## src/rtl/if_id_pkg.sv

```systemverilog
// Shared types and constants for the fetch-to-decode instruction queue.
// Entry layout is {pc, inst}; INST_NOP is the bubble decode inserts.
package if_id_pkg;

    localparam int ADDR_W = 6;
    localparam int INST_W = 32;

    localparam logic [INST_W-1:0] INST_NOP = 32'h0000_0013;

    typedef struct packed {
        logic [ADDR_W-1:0] pc;
        logic [INST_W-1:0] inst;
    } ifq_entry_t;

endpackage

```

## src/rtl/if_id_queue_mem.sv

```systemverilog
// Entry storage for if_id_queue: one write port, one async read port.
// Contents are not reset; validity is tracked by the queue pointers.
module if_id_queue_mem
    import if_id_pkg::*;
#(
    parameter int DEPTH = 4,
    parameter int AW    = $clog2(DEPTH)
) (
    input  logic             clk,
    input  logic             we,
    input  logic [AW-1:0]    waddr,
    input  ifq_entry_t       wdata,
    input  logic [AW-1:0]    raddr,
    output ifq_entry_t       rdata
);

    ifq_entry_t mem [DEPTH];

    // write the pushed entry at the tail slot
    always_ff @(posedge clk) begin
        if (we) begin
            mem[waddr] <= wdata;
        end
    end

    assign rdata = mem[raddr];

endmodule

```

## src/rtl/if_id_queue.sv

```systemverilog
// Fetch-to-decode instruction queue with valid/ready on both sides and flush.
// Define IF_ID_QUEUE_BYPASS_EN for a combinational empty-queue bypass.
module if_id_queue
    import if_id_pkg::*;
#(
    parameter int DEPTH  = 4,
    parameter int ADDR_W = if_id_pkg::ADDR_W,
    parameter int INST_W = if_id_pkg::INST_W
) (
    input  logic                     clk,
    input  logic                     rst,
    input  logic                     flush,
    input  logic                     in_valid,
    output logic                     in_ready,
    input  logic [ADDR_W-1:0]        in_pc,
    input  logic [INST_W-1:0]        in_inst,
    output logic                     out_valid,
    input  logic                     out_ready,
    output logic [ADDR_W-1:0]        out_pc,
    output logic [INST_W-1:0]        out_inst,
    output logic [$clog2(DEPTH):0]   count
);

    localparam int AW = $clog2(DEPTH);

    logic [AW:0] head;
    logic [AW:0] tail;
    logic        empty;
    logic        full;
    logic        push;
    logic        pop;
    ifq_entry_t  wr_entry;
    ifq_entry_t  rd_entry;

    assign empty = (head == tail);
    assign full  = (head[AW-1:0] == tail[AW-1:0]) &&
                   (head[AW] != tail[AW]);
    assign count = tail - head;

    // held low through reset so fetch never pushes into a resetting queue
    assign in_ready = rst && !full;
    assign pop      = !empty && out_ready && !flush;

`ifdef IF_ID_QUEUE_BYPASS_EN
    logic byp;

    assign byp       = empty && in_valid && !flush;
    assign push      = in_valid && in_ready && !flush &&
                       !(byp && out_ready);
    assign out_valid = !empty || byp;
`else
    assign push      = in_valid && in_ready && !flush;
    assign out_valid = !empty;
`endif

    assign wr_entry.pc   = in_pc;
    assign wr_entry.inst = in_inst;

    if_id_queue_mem #(
        .DEPTH (DEPTH),
        .AW    (AW)
    ) u_mem (
        .clk   (clk),
        .we    (push),
        .waddr (tail[AW-1:0]),
        .wdata (wr_entry),
        .raddr (head[AW-1:0]),
        .rdata (rd_entry)
    );

    // pointer update; flush overrides any push or pop in the same cycle
    always_ff @(posedge clk or negedge rst) begin
        if (!rst) begin
            head <= '0;
            tail <= '0;
        end else if (flush) begin
            head <= '0;
            tail <= '0;
        end else begin
            if (push) begin
                tail <= tail + 1'b1;
            end
            if (pop) begin
                head <= head + 1'b1;
            end
        end
    end

    // head entry to decode, zero when nothing is presented
    always_comb begin
        out_pc   = '0;
        out_inst = '0;
        if (!empty) begin
            out_pc   = rd_entry.pc;
            out_inst = rd_entry.inst;
        end
`ifdef IF_ID_QUEUE_BYPASS_EN
        else if (byp) begin
            out_pc   = in_pc;
            out_inst = in_inst;
        end
`endif
    end

endmodule

```

## config.mk

```make
export PLATFORM = sky130hd
export DESIGN_NAME = if_id_queue
export DESIGN_NICKNAME = d
export VERILOG_FILES = /design/src/rtl/if_id_pkg.sv /design/src/rtl/if_id_queue_mem.sv /design/src/rtl/if_id_queue.sv
export SDC_FILE = /design/constraint.sdc
export NUM_CORES = 1
export LEC_CHECK = 0
export ABC_AREA = 1
export ABC_CLOCK_PERIOD_IN_PS = 3800
export BUFFER_PORTS_ARGS = -buffer_cell sky130_fd_sc_hd__buf_2
export CORE_ASPECT_RATIO = 1.75
export CORE_UTILIZATION = 40
export DETAILED_ROUTE_END_ITERATION = 8
export GPL_TIMING_DRIVEN = 1
export SETUP_SLACK_MARGIN = 0.02
export SLEW_MARGIN = 0
export SYNTH_ARGS = -nofsm -noshare
export SYNTH_HDL_FRONTEND = slang
export SYNTH_SLANG_ARGS = --single-unit
```

## constraint.sdc

```tcl
create_clock -name clk -period 3.8 [get_ports clk]
set_input_delay 0.76 -clock clk [delete_from_list [all_inputs] [get_ports clk]]
set_output_delay 0.76 -clock clk [all_outputs]
set_load 0.01 [all_outputs]
```

==> impl_metrics.env <==
export IMPL_synth_edff_count=152
export IMPL_stdcell_count=806
export IMPL_dpl_hpwl_um=8780
export IMPL_yosysUniqueCellTypes=25
export IMPL_tritoncts="done"
export IMPL_grt_met1_usage=0.187
export IMPL_synthFlopType="edfxtp_1"
export IMPL_synth_cells=517
export IMPL_synth_most_common_cell="nor2_1"
export IMPL_synth_seq_cells=158
export IMPL_outcome="finished, violations left"
export IMPL_rows=61
export IMPL_max_stage_delay_ps=460
export IMPL_grt_max_degree=59
export IMPL_top_usage_layer="met2"
export IMPL_cp_max_fo=25
export IMPL_critical_path_buf_inv_count=5
export IMPL_max_slew_margin=0.387
export IMPL_cts_buffers=17
export IMPL_pre_cts_ws_ps=790
export IMPL_post_cts_buffers=0
export IMPL_drc_errors=4
export IMPL_cts_htree_levels=4
export IMPL_clock_sinks=158
export IMPL_critPathKind="register to output port"
export IMPL_gp_congestion=0.867
export IMPL_dpl_cell_count=774
export IMPL_hold_violations=0
export IMPL_drt_initial_drc_count=222
export IMPL_vias=4146
export IMPL_irDropWorstVdd_uv=285
export IMPL_slew_viol_final=0
export IMPL_grt_use_met3=0.0349
export IMPL_die_height_um=170
export IMPL_routed_wirelength_um=14300
export IMPL_power_total_uw=4910
export IMPL_max_cap_viol_count=0
export IMPL_ant_nets=0
export IMPL_cellLeakagePower_uw=0.00283
export IMPL_grt_pass1_wl_um=22100
export IMPL_synth_common_cells="158 x nor2_1, 152 x edfxtp_1, 70 x o21ai_0"
export IMPL_start_util=0.407
export IMPL_path_delay_family="buffers and inverters"
export IMPL_ctsResizeCount=0
export IMPL_synth_area_mm2=0.00647
export IMPL_skew_ps=6.53
export IMPL_synth_largest_area_cell="edfxtp_1"
export IMPL_violations="design-rule violations"
export IMPL_core_area_mm2=0.0159
export IMPL_io_pins=86
export IMPL_power_density_mw_per_mm2=637
export IMPL_portBuffers=85
export IMPL_first_pass_iters=7
export IMPL_final_util=0.486
export IMPL_overflow=0
export IMPL_antenna_found_initial=0
export IMPL_postSynthAreaPerCell_um2=12.5
export IMPL_cp_start_kind="register"
export IMPL_endpoint_kind="output port"
export IMPL_ctsHoldBuffers=0
export IMPL_nNetsFinal=655
export IMPL_synthTopCellsByArea="edfxtp_1 71%, nor2_1 9.2%, o21ai_0 5.4%"
export IMPL_ys_warn_count=0
export IMPL_async_flop_share=0.0380
export IMPL_grt_pass1_vias=4383
export IMPL_tns_ps=0
export IMPL_wl_per_cell_um=17.8
export IMPL_clock_path_buffers=2
export IMPL_holdCritPathClass="input port to asynchronous set/reset pin"
export IMPL_drive_above_1_share=0.259
export IMPL_crit_required_ps=3040
export IMPL_rsz0062_at_grt="no"
export IMPL_viasPerCell=5.14
export IMPL_synth_top_cell_area_share=0.706
export IMPL_syn2layout_area_growth_pct=19.2
export IMPL_worstMarginPinSlew_ps=920
export IMPL_cp_common_cell="inv_1"
export IMPL_arrival_ps=2640
export IMPL_antenna_cells=0
export IMPL_crit_path_cell_trace="inv_1 -> ha_1 -> nand2_1 -> inv_1 -> nand2_4 -> inv_2 -> buf_4 -> a21oi_2 -> buf_2"
export IMPL_fp_dieArea_mm2=0.0167
export IMPL_setup_viol_count_final=0
export IMPL_ys_seq_area_frac=0.729
export IMPL_clk_latency_ps=410
export IMPL_max_freq_mhz=294
export IMPL_syn_nets=568
export IMPL_cp_slowest_cell="inv_2"
export IMPL_cts_root_buf="clkbuf_16"
export IMPL_fin_ws_ps=398
export IMPL_grt_met2_usage=0.329
export IMPL_grt_use_total=0.178
export IMPL_die_w_um=98.1
export IMPL_post_route_period_util=0.895
export IMPL_clk_pin_slew_worst_paths_ps=60
export IMPL_layout_min_cycle_time_ps=3400
==> per-layer routing <==
| layer | vias up | wire (um) |
|---|---|---|
| met5 | - | 0 |
| met2 | 107 | 8140 |
| li1 | 1980 | - |
| met1 | 2040 | 5400 |
| met3 | 19 | 467 |
| met4 | 0 | 312 |
==> flip-flops by register name (all words and copies together), names as in the netlist <==
register   count
u_mem.mem    152
head           3
tail           3
==> where the power goes <==
part / switching [uW] / internal (uW)
Combinational: 783 / 386
Clock: 660 / 1100
Sequential: 17.6 / 1960
Total: 1460 / 3450
==> cells by family (layout without fill, tap and decap cells) <==
| family | Yosys count | after routing | share of synthesized area |
|---|---|---|---|
| and+or+nand+nor | 188 | 188 | 0.114 |
| adders and majority gates | 8 | 8 | 0.0166 |
| buffers and inverters | 45 | 145 | 0.0364 |
| DFF | 158 | 158 | 0.729 |
| xor gates and xnor gates | 2 | 2 | 0.00271 |
| AOI/OAI and AO/OA | 116 | 116 | 0.101 |
==> cell usage in the layout (no fill, tap or decap), types with 4 or more instances in the layout <==
cell type | Yosys | routed
a21oi_2 | 20 | 20
dfrtp_1 | 6 | 4
clkbuf_16 | 0 | 17
nor2_1 | 158 | 154
nor2_4 | 0 | 4
o21ai_1 | 6 | 6
o21ai_0 | 70 | 70
edfxtp_1 | 152 | 152
a21oi_1 | 20 | 20
bufinv_16 | 0 | 4
nand2_1 | 15 | 15
buf_4 | 6 | 11
inv_1 | 10 | 10
buf_2 | 9 | 85
inv_2 | 5 | 5
nand3_1 | 8 | 8
ha_1 | 7 | 7
==> area by class of cell <==
type                            instances  area (um^2)
Tap cell                              189          236
Clock buffer                           19          433
Clock inverter                         13          186
Timing Repair Buffer                   97          528
Multi-Input combinational cell        314         1550
Sequential cell                       158         4720
Inverter                               16         60.1
Fill cell                            1400         8170
==> through the flow <==
step	hold WS, ps	cell area [um^2]
6_report	187	7710
3_5_place_dp	598	7090
3_3_place_gp	581	7090
4_1_cts	168	7710
2_1_floorplan	464	6470
5_1_grt	175	7710
==> path summary, 6_finish.rpt <==
check,startpoint,endpoint,slack (ps),cells past startpoint
min reg2reg,head[2]$_DFFE_PN0P_,head[2]$_DFFE_PN0P_,600,2
max in group asynchronous,rst,head[1]$_DFFE_PN0P_,3420,1
max reg2reg,tail[0]$_DFFE_PN0P_,u_mem.mem[1][19]$_DFFE_PP_,1100,8
max,tail[0]$_DFFE_PN0P_,out_inst[18],400,9
min in group clk,in_pc[5],u_mem.mem[1][37]$_DFFE_PP_,560,1
min,rst,tail[2]$_DFFE_PN0P_,190,1
Power figures use the tool's default switching activity.
